File: config.mk
export PLATFORM = sky130hd
export DESIGN_NAME = mem_access_ctrl_flat
export DESIGN_NICKNAME = d
export VERILOG_FILES = /design/src/rtl/mem_access_ctrl_if.sv /design/src/rtl/mem_access_ctrl.sv /design/src/flat_wrapper.sv
export SDC_FILE = /design/constraint.sdc
export NUM_CORES = 1
export LEC_CHECK = 0
export ABC_AREA = 1
export CAP_MARGIN = 20
export CELL_PAD_IN_SITES_DETAIL_PLACEMENT = 1
export CELL_PAD_IN_SITES_GLOBAL_PLACEMENT = 1
export CORE_MARGIN = 5
export CORE_UTILIZATION = 32
export CTS_CLUSTER_DIAMETER = 200
export DETAILED_ROUTE_END_ITERATION = 16
export PLACE_DENSITY_LB_ADDON = 0.08
export REMOVE_ABC_BUFFERS = 1
export SETUP_SLACK_MARGIN = 0.3
export SLEW_MARGIN = 10
export SYNTH_ARGS = -nofsm -noshare
export SYNTH_HDL_FRONTEND = slang
export SYNTH_SLANG_ARGS = --single-unit
File: constraint.sdc
create_clock -name clk -period 3.9 [get_ports clk]
set_clock_uncertainty 0.1 [all_clocks]
set_input_delay 0.78 -clock clk [delete_from_list [all_inputs] [get_ports clk]]
set_output_delay 0.78 -clock clk [all_outputs]
set_load 0.05 [all_outputs]
File: src/rtl/mem_access_ctrl_if.sv
// Request/response and RAM-strobe bundle for mem_access_ctrl.
// slave is the controller's view; master is the CPU/RAM environment's view.
interface mem_access_ctrl_if #(
  parameter int ADDR_W = 32
);
  logic              req;
  logic              req_rw;
  logic [1:0]        req_type;
  logic              req_signed;
  logic [ADDR_W-1:0] req_addr;
  logic [63:0]       req_wdata;
  logic              busy;
  logic              done;
  logic              err;
  logic [63:0]       rdata;
  logic              mem_enable;
  logic              mem_rw;
  logic [1:0]        mem_type;
  logic [ADDR_W-1:0] mem_addr;
  logic [31:0]       mem_wdata;
  logic [31:0]       mem_rdata;
  logic              mem_moc;

  modport master (
    output req, req_rw, req_type, req_signed, req_addr, req_wdata,
    output mem_rdata, mem_moc,
    input  busy, done, err, rdata,
    input  mem_enable, mem_rw, mem_type, mem_addr, mem_wdata
  );

  modport slave (
    input  req, req_rw, req_type, req_signed, req_addr, req_wdata,
    input  mem_rdata, mem_moc,
    output busy, done, err, rdata,
    output mem_enable, mem_rw, mem_type, mem_addr, mem_wdata
  );
endinterface

File: src/rtl/mem_access_ctrl.sv
// Initiator for the RAM Enable/ReadWrite/MOC four-phase handshake.
// Double-words go out as two big-endian word beats; reads are formatted on completion.
module mem_access_ctrl #(
  parameter int TIMEOUT = 64,
  parameter int ADDR_W  = 32
) (
  input  logic             clk,
  input  logic             rst_n,
  mem_access_ctrl_if.slave bus
);

  localparam int CNT_W = (TIMEOUT < 2) ? 1 : $clog2(TIMEOUT);
  localparam logic [CNT_W-1:0] CNT_LAST = CNT_W'(TIMEOUT - 1);

  localparam logic [1:0] T_BYTE  = 2'b00;
  localparam logic [1:0] T_HALF  = 2'b01;
  localparam logic [1:0] T_WORD  = 2'b10;
  localparam logic [1:0] T_DWORD = 2'b11;

  typedef enum logic [2:0] {
    S_IDLE,
    S_SETUP,
    S_ACCESS,
    S_RELEASE,
    S_DONE
  } state_t;

  state_t            state_q, state_d;
  logic              moc_p0, moc_p1;
  logic              moc_s;
  logic              rw_q, rw_d;
  logic              sgn_q, sgn_d;
  logic [1:0]        type_q, type_d;
  logic [ADDR_W-1:0] addr_q, addr_d;
  logic [63:0]       wdata_q, wdata_d;
  logic              beat_q, beat_d;
  logic [CNT_W-1:0]  cnt_q, cnt_d;
  logic              busy_q, busy_d;
  logic              done_q, done_d;
  logic              err_q, err_d;
  logic              en_q, en_d;
  logic              mrw_q, mrw_d;
  logic [1:0]        mtype_q, mtype_d;
  logic [ADDR_W-1:0] maddr_q, maddr_d;
  logic [31:0]       mwdata_q, mwdata_d;
  logic [63:0]       rdata_q, rdata_d;

  function automatic logic misaligned(input logic [1:0] t, input logic [1:0] a_lo);
    case (t)
      T_HALF:          misaligned = a_lo[0];
      T_WORD, T_DWORD: misaligned = (a_lo != 2'b00);
      default:         misaligned = 1'b0;
    endcase
  endfunction

  function automatic logic [63:0] fmt_read(input logic [1:0] t, input logic sgn,
                                           input logic [63:0] raw);
    logic signed [7:0]  b;
    logic signed [15:0] h;
    logic signed [63:0] ext;
    b   = raw[7:0];
    h   = raw[15:0];
    ext = raw;
    case (t)
      T_BYTE:  if (sgn) ext = 64'(b); else ext = {56'd0, raw[7:0]};
      T_HALF:  if (sgn) ext = 64'(h); else ext = {48'd0, raw[15:0]};
      T_WORD:  ext = {32'd0, raw[31:0]};
      default: ext = raw;
    endcase
    fmt_read = ext;
  endfunction

  // MOC is asynchronous to clk: two-flop synchroniser, only moc_s is used
  always_ff @(posedge clk or negedge rst_n) begin
    if (!rst_n) begin
      moc_p0 <= 1'b0;
      moc_p1 <= 1'b0;
    end else begin
      moc_p0 <= bus.mem_moc;
      moc_p1 <= moc_p0;
    end
  end

  assign moc_s = moc_p1;

  always_ff @(posedge clk or negedge rst_n) begin
    if (!rst_n) begin
      state_q  <= S_IDLE;
      beat_q   <= 1'b0;
      cnt_q    <= '0;
      busy_q   <= 1'b0;
      done_q   <= 1'b0;
      err_q    <= 1'b0;
      en_q     <= 1'b0;
      mrw_q    <= 1'b0;
      mtype_q  <= 2'b00;
      maddr_q  <= '0;
      mwdata_q <= '0;
      rdata_q  <= '0;
    end else begin
      state_q  <= state_d;
      beat_q   <= beat_d;
      cnt_q    <= cnt_d;
      busy_q   <= busy_d;
      done_q   <= done_d;
      err_q    <= err_d;
      en_q     <= en_d;
      mrw_q    <= mrw_d;
      mtype_q  <= mtype_d;
      maddr_q  <= maddr_d;
      mwdata_q <= mwdata_d;
      rdata_q  <= rdata_d;
    end
  end

  // Latched request fields are only consumed after acceptance
  always_ff @(posedge clk) begin
    rw_q    <= rw_d;
    sgn_q   <= sgn_d;
    type_q  <= type_d;
    addr_q  <= addr_d;
    wdata_q <= wdata_d;
  end

  always_comb begin
    state_d  = state_q;
    rw_d     = rw_q;
    sgn_d    = sgn_q;
    type_d   = type_q;
    addr_d   = addr_q;
    wdata_d  = wdata_q;
    beat_d   = beat_q;
    cnt_d    = cnt_q;
    busy_d   = busy_q;
    done_d   = done_q;
    err_d    = err_q;
    en_d     = en_q;
    mrw_d    = mrw_q;
    mtype_d  = mtype_q;
    maddr_d  = maddr_q;
    mwdata_d = mwdata_q;
    rdata_d  = rdata_q;

    case (state_q)
      S_IDLE: begin
        if (bus.req) begin
          rw_d    = bus.req_rw;
          sgn_d   = bus.req_signed;
          type_d  = bus.req_type;
          addr_d  = bus.req_addr;
          wdata_d = bus.req_wdata;
          busy_d  = 1'b1;
          beat_d  = 1'b0;
          err_d   = 1'b0;
          if (misaligned(bus.req_type, bus.req_addr[1:0])) begin
            err_d   = 1'b1;
            done_d  = 1'b1;
            state_d = S_DONE;
          end else begin
            mrw_d    = bus.req_rw;
            mtype_d  = (bus.req_type == T_DWORD) ? T_WORD : bus.req_type;
            maddr_d  = bus.req_addr;
            mwdata_d = (bus.req_type == T_DWORD) ? bus.req_wdata[63:32] : bus.req_wdata[31:0];
            state_d  = S_SETUP;
          end
        end
      end

      S_SETUP: begin
        en_d    = 1'b1;
        cnt_d   = '0;
        state_d = S_ACCESS;
      end

      S_ACCESS: begin
        if (moc_s) begin
          if (rw_q) begin
            if (type_q == T_DWORD && !beat_q) rdata_d[63:32] = bus.mem_rdata;
            else                              rdata_d[31:0]  = bus.mem_rdata;
          end
          en_d    = 1'b0;
          cnt_d   = '0;
          state_d = S_RELEASE;
        end else if (cnt_q == CNT_LAST) begin
          en_d    = 1'b0;
          err_d   = 1'b1;
          done_d  = 1'b1;
          state_d = S_DONE;
        end else begin
          cnt_d = cnt_q + CNT_W'(1);
        end
      end

      S_RELEASE: begin
        if (!moc_s) begin
          if (type_q == T_DWORD && !beat_q) begin
            beat_d   = 1'b1;
            maddr_d  = addr_q + ADDR_W'(4);
            mwdata_d = wdata_q[31:0];
            state_d  = S_SETUP;
          end else begin
            if (rw_q) rdata_d = fmt_read(type_q, sgn_q, rdata_q);
            done_d  = 1'b1;
            state_d = S_DONE;
          end
        end else if (cnt_q == CNT_LAST) begin
          err_d   = 1'b1;
          done_d  = 1'b1;
          state_d = S_DONE;
        end else begin
          cnt_d = cnt_q + CNT_W'(1);
        end
      end

      S_DONE: begin
        done_d  = 1'b0;
        busy_d  = 1'b0;
        err_d   = 1'b0;
        state_d = S_IDLE;
      end

      default: state_d = S_IDLE;
    endcase
  end

  assign bus.busy       = busy_q;
  assign bus.done       = done_q;
  assign bus.err        = err_q;
  assign bus.rdata      = rdata_q;
  assign bus.mem_enable = en_q;
  assign bus.mem_rw     = mrw_q;
  assign bus.mem_type   = mtype_q;
  assign bus.mem_addr   = maddr_q;
  assign bus.mem_wdata  = mwdata_q;

endmodule

File: src/flat_wrapper.sv
// flat-port wrapper written by rule: the top's interface ports become plain ports
module mem_access_ctrl_flat 
#(
  parameter int TIMEOUT = 64,
  parameter int ADDR_W  = 32
)
  (clk, rst_n, bus_req, bus_req_rw, bus_req_type, bus_req_signed, bus_req_addr, bus_req_wdata, bus_mem_rdata, bus_mem_moc, bus_busy, bus_done, bus_err, bus_rdata, bus_mem_enable, bus_mem_rw, bus_mem_type, bus_mem_addr, bus_mem_wdata);
  mem_access_ctrl_if #(.ADDR_W(ADDR_W)) bus_i ();
  input  logic clk;
  input  logic rst_n;
  input wire logic [$bits(bus_i.req)-1:0] bus_req;
  input wire logic [$bits(bus_i.req_rw)-1:0] bus_req_rw;
  input wire logic [$bits(bus_i.req_type)-1:0] bus_req_type;
  input wire logic [$bits(bus_i.req_signed)-1:0] bus_req_signed;
  input wire logic [$bits(bus_i.req_addr)-1:0] bus_req_addr;
  input wire logic [$bits(bus_i.req_wdata)-1:0] bus_req_wdata;
  input wire logic [$bits(bus_i.mem_rdata)-1:0] bus_mem_rdata;
  input wire logic [$bits(bus_i.mem_moc)-1:0] bus_mem_moc;
  output wire logic [$bits(bus_i.busy)-1:0] bus_busy;
  output wire logic [$bits(bus_i.done)-1:0] bus_done;
  output wire logic [$bits(bus_i.err)-1:0] bus_err;
  output wire logic [$bits(bus_i.rdata)-1:0] bus_rdata;
  output wire logic [$bits(bus_i.mem_enable)-1:0] bus_mem_enable;
  output wire logic [$bits(bus_i.mem_rw)-1:0] bus_mem_rw;
  output wire logic [$bits(bus_i.mem_type)-1:0] bus_mem_type;
  output wire logic [$bits(bus_i.mem_addr)-1:0] bus_mem_addr;
  output wire logic [$bits(bus_i.mem_wdata)-1:0] bus_mem_wdata;
  assign bus_i.req = bus_req;
  assign bus_i.req_rw = bus_req_rw;
  assign bus_i.req_type = bus_req_type;
  assign bus_i.req_signed = bus_req_signed;
  assign bus_i.req_addr = bus_req_addr;
  assign bus_i.req_wdata = bus_req_wdata;
  assign bus_i.mem_rdata = bus_mem_rdata;
  assign bus_i.mem_moc = bus_mem_moc;
  assign bus_busy = bus_i.busy;
  assign bus_done = bus_i.done;
  assign bus_err = bus_i.err;
  assign bus_rdata = bus_i.rdata;
  assign bus_mem_enable = bus_i.mem_enable;
  assign bus_mem_rw = bus_i.mem_rw;
  assign bus_mem_type = bus_i.mem_type;
  assign bus_mem_addr = bus_i.mem_addr;
  assign bus_mem_wdata = bus_i.mem_wdata;
  mem_access_ctrl #(.TIMEOUT(TIMEOUT), .ADDR_W(ADDR_W)) u_core (.clk(clk), .rst_n(rst_n), .bus(bus_i));
endmodule
## Word-level counts from Yosys, hierarchy flattened

Cells that the tools add are included.

| word-level totals | value |
|---|---|
| flip-flop bits (word level) | 215 |

| operators by class | value |
|---|---|
| reduce and logical (&&, ||, !) cells | 25 |
| bitwise gates (word level) | 3 |
| equality and inequality tests | 31 |
| add/sub/neg operators | 2 |
| multiplexer cells | 59 |

Operators by type and width:

| operator | count |
|---|---|
| 64-bit two-way mux | 7 |
| 32-bit two-way mux | 11 |
| 64-bit case mux with 3 select lines | 1 |
| 32-bit case mux with 2 select lines | 2 |
| 64-bit case mux with 2 select lines | 1 |
| 32-bit by 3-bit adder with 32-bit output (second input constant) | 1 |
| 1-bit two-way mux | 19 |
| 3-bit two-way mux | 6 |
| 6-bit two-way mux | 3 |
| 2-bit inequality test (second input constant) | 9 |
| 6-bit case mux with 3 select lines | 1 |
| 5-bit AND reduction | 3 |
| 2-bit by 1-bit inequality test with 1-bit output (second input constant) | 7 |
| 3-bit case mux with 4 select lines | 1 |
| 10-bit AND reduction | 1 |
| 2-bit nonzero test | 5 |
| 9-bit AND reduction | 1 |
| 2-bit equality test (second input constant) | 4 |
| 1-bit case mux with 2 select lines | 4 |
| 1-bit case mux with 4 select lines | 2 |
| 2-bit AND reduction | 4 |
| 4-bit AND reduction | 2 |
| 8-bit AND reduction | 1 |
| 6-bit by 1-bit adder with 6-bit output (second input constant) | 1 |
| 19 further kinds | 23 |

## Longest topological paths before layout

| logic depth | value |
|---|---|
| depth after elaboration | 8 |
| depth in mapped cells | 11 |
| gate-level depth less buffers | 10 |

## Worst setup path after synthesis

Ideal clock, no wire load.

| timing | value |
|---|---|
| path kind | input-to-reg |
| from | in bus_req |
| to | reg u_core.addr_q[0] (enable) |
| cell stages on the path | 2 |
| path buffers | 0 |
| path slack | -0.374 ns |
| library setup time | 0.496 ns |
| arrival | 3.678 ns |
| data required time | 3.304 ns |
| path through | inv_1 nor2_1 |

| between the ends | value |
|---|---|
| longest elaborated chain between the ends | 1 |

RTL lines:

| item | RTL line | source |
|---|---|---|
| from (decl) | flat_wrapper.sv:11 | `input wire logic [$bits(bus_i.req)-1:0] bus_req;` |
| 2-bit AND reduction (no source line) | - |  |
| to (signal assigned) | mem_access_ctrl.sv:121 | `addr_q <= addr_d;` |
| to (decl) | mem_access_ctrl.sv:34 | `logic [ADDR_W-1:0] addr_q, addr_d;` |

Every way passes these cells.
A chain may end at the register's enable or synchronous reset.

## Worst setup path in the final report

| timing | value |
|---|---|
| from | reg u_core.rdata_q[15] (netlist: u_core.bus.rdata[15]) |
| to | out bus_rdata[15] |

RTL lines:

| item | RTL line | source |
|---|---|---|
| from (decl) | mem_access_ctrl.sv:46 | `logic [63:0] rdata_q, rdata_d;` |
| from (signal assigned) | mem_access_ctrl.sv:112 | `rdata_q <= rdata_d;` |
| to (decl) | flat_wrapper.sv:22 | `output wire logic [$bits(bus_i.rdata)-1:0] bus_rdata;` |

No word-level cell between the ends.

==> metrics.csv <==
metric,value,unit
status,finished clean,
# port buffers,270,
crit-path cells,clkdlybuf4s50_1,
fmax,369.1,MHz
clk sink count,215,
Area Growth Syn to Fin,39.06,%
worst-skew pair later-pin latency,540,ps
io pins,271,
ANT nets after route,0,
share of cells above drive strength 1,5.649,%
Worst Path Buf+Inv,1,
starting density of the core,32.50,%
Netlist cell types,33,
"Design Area, Final",14330,um^2
n_diodes,0,
required time worst endpoint,3020,ps
Post-CTS Setup Bufs,0,
ys flop type,dfrtp_1,
Post-Synthesis Cells,1263,
NumNets Final,1661,
"commonest non-fill, non-tap cell in the layout",nand2_1,
number of global-route vias before repair,10095,
core area,31720,um^2
post_cts resized,0,
CTS HTree Levels,1,
Worst Max-Slew Pin Slew,832.0,ps
pin count of the biggest net entering global routing,85,
sequential area share after synthesis,55.50,%
Vias/cell,4.801,
post-detail-place hpwl,24420,um
Ys Warns,0,
maximum vdd drop,433.6,uV
Hold Crit Class,in -> async,
clock root buffer master,clkbuf_16,
relative slew slack,44.54,%
initial antenna violation count,2,
final worst path period share,69.47,%
hold-fix buffers at CTS,0,
startpoint types,flop,
CP max stage delay,850,ps
all-layer global routing usage,18.92,%
worst r2r src,u_core.state_q[1],
syn_area_per_cell,8.161,um^2
CP arrival,1830,ps
WL final,34090,um
CP Capture Type,primary output,
Max Buffers Root-to-Sink,3,
Reg2Reg Depth,8,
count of final setup violators,0,
First-pass DRT Iterations,4,
Congestion Overflow GR,0,
Clock transition at path regs,60,ps
global-route wire length before repair,55730,um
"FF+latch count, synth",215,
Hold Worst Slack,166.9,ps
crit path kind,reg -> out,
RSZ-0062 raised after global routing,false,
Slowest cell on crit path,clkdlybuf4s50_1,
Final Critical Period,2709,ps
FF-to-FF setup slack,1330,ps
ys async rst share,68.37,%
Placed Area,13400,um^2
Num CTS Buffers,27,
Static Leak,6.393,nW
Pwr Density,884.6,nW/um^2
Post-synth EDFFs,68,
most frequent cells in the layout,"nand2_1, clkdlybuf4s50_1, o21ai_0, dfrtp_1",
Slew Limit Fails,0,
final count of hold timing violations,0,
die area,35900,um^2
TritonCTS clock tree,built,
RR Endpoint,u_core.bus.rdata[32],
Placer Congestion,0.8044,
DRC errors left,0,
Vias,9324,
Top delay family on crit path,buffers and inverters,
Die Y,189.5,um
CP Max Fanout,3,
die width,189.5,um
Rows,65,
DR WL/cell,17.55,um
cell area after synthesis,10310,um^2
max_cap viols,0,
DR iter-0 viols,335,
logic make-up (layout without fill, tap and decap cells):
kind of cell	count (synthesis)	in the layout	synth area share, %
AOI/OAI and AO/OA	195	195	9.651
xor gates and xnor gates	2	2	0.1700
adders and majority gates	6	6	0.7283
buffers and inverters	133	410	5.511
DFF	215	215	55.50
and+or+nand+nor	712	712	28.44
state kept, by name, summed over array words and instances, names as in the netlist:
register / count
u_core.bus.mem_addr: 32
u_core.state_q: 3
u_core.bus.mem_enable: 1
u_core.beat_q: 1
u_core.bus.mem_type: 2
u_core.rw_q: 1
u_core.bus.busy: 1
u_core.bus.done: 1
u_core.moc_p0: 1
u_core.bus.mem_rw: 1
u_core.bus.rdata: 64
u_core.sgn_q: 1
u_core.bus.mem_wdata: 32
u_core.addr_q: 32
u_core.cnt_q: 6
u_core.wdata_q: 32
u_core.moc_p1: 1
u_core.bus.err: 1
u_core.type_q: 2
synthesized netlist by cell type, types with 2 or more instances:
cell type / number / area, um^2
nand2_1: 475 / 1783
dfrtp_1: 147 / 3679
o21ai_0: 147 / 735.7
nor2_1: 106 / 397.9
nand3_1: 104 / 520.5
inv_1: 70 / 262.8
edfxtp_1: 68 / 2042
o21ai_1: 33 / 165.2
clkbuf_1: 27 / 101.4
buf_2: 23 / 115.1
a21oi_1: 7 / 35.03
ha_1: 6 / 75.07
nor2_4: 6 / 67.56
buf_6: 5 / 56.30
nand2_2: 5 / 31.28
nand4_1: 5 / 31.28
inv_2: 4 / 15.01
nand3b_1: 3 / 22.52
o22ai_1: 3 / 18.77
buf_1: 2 / 7.510
clkbuf_2: 2 / 10.01
nand3_2: 2 / 20.02
nor3_1: 2 / 10.01
xnor2_1: 2 / 17.52
power breakdown:
group          total [mW]  internal (mW)  switching (mW)
Sequential           3.81           3.27           0.537
Clock                2.59           1.59           0.999
Combinational        6.28           1.89            4.39
Total                12.7           6.75            5.93
routing by layer:
metal / up-vias / track usage, % / routed length, um
met5: - / 0 / 36
met4: 4 / 3.645 / 608
met3: 49 / 6.213 / 2466
met2: 202 / 30.96 / 15920
met1: 4452 / 24.84 / 15050
li1: 4617 / - / -
how the worst max path moves through the flow:
stage / start / to / slack, ps / depth (start not counted)
after floorplan: bus_req / u_core.addr_q[0] / -370 / 2
after global placement: bus_req_type[0] / u_core.bus.mem_addr[29] / 950 / 11
after CTS: u_core.bus.done / bus_done / 1160 / 1
final: u_core.bus.rdata[15] / bus_rdata[15] / 1190 / 1
after global routing: u_core.state_q[1] / u_core.bus.rdata[51] / 1020 / 8
after detailed placement: bus_req_addr[0] / u_core.bus.mem_addr[21] / 870 / 11
stage by stage:
step / TNS, ps / worst slack (ps) / std cells / util, % / power [mW]
after floorplan: -25620 / -374.2 / 1204 / - / 7.737
after CTS: 0 / 1159 / 1942 / 45.19 / 12.89
after detailed placement: 0 / 873.8 / 1892 / 42.24 / 10.22
after global routing: 0 / 1023 / 1942 / 45.19 / 13.47
after global placement: 0 / 945.4 / 1891 / 42.16 / 10.11
final: 0 / 1191 / 1942 / 45.19 / 12.68
area by class of cell:
type | instances | area (um^2)
flip-flops and latches | 215 | 5720
inverters | 74 | 277.8
multi-input cells | 915 | 4029
clock buffers | 37 | 773.2
well taps | 402 | 503.0
repair buffers | 286 | 2869
clock inverters | 13 | 161.4
fillers | 3740 | 17380
(Power assumes the default switching activity.)
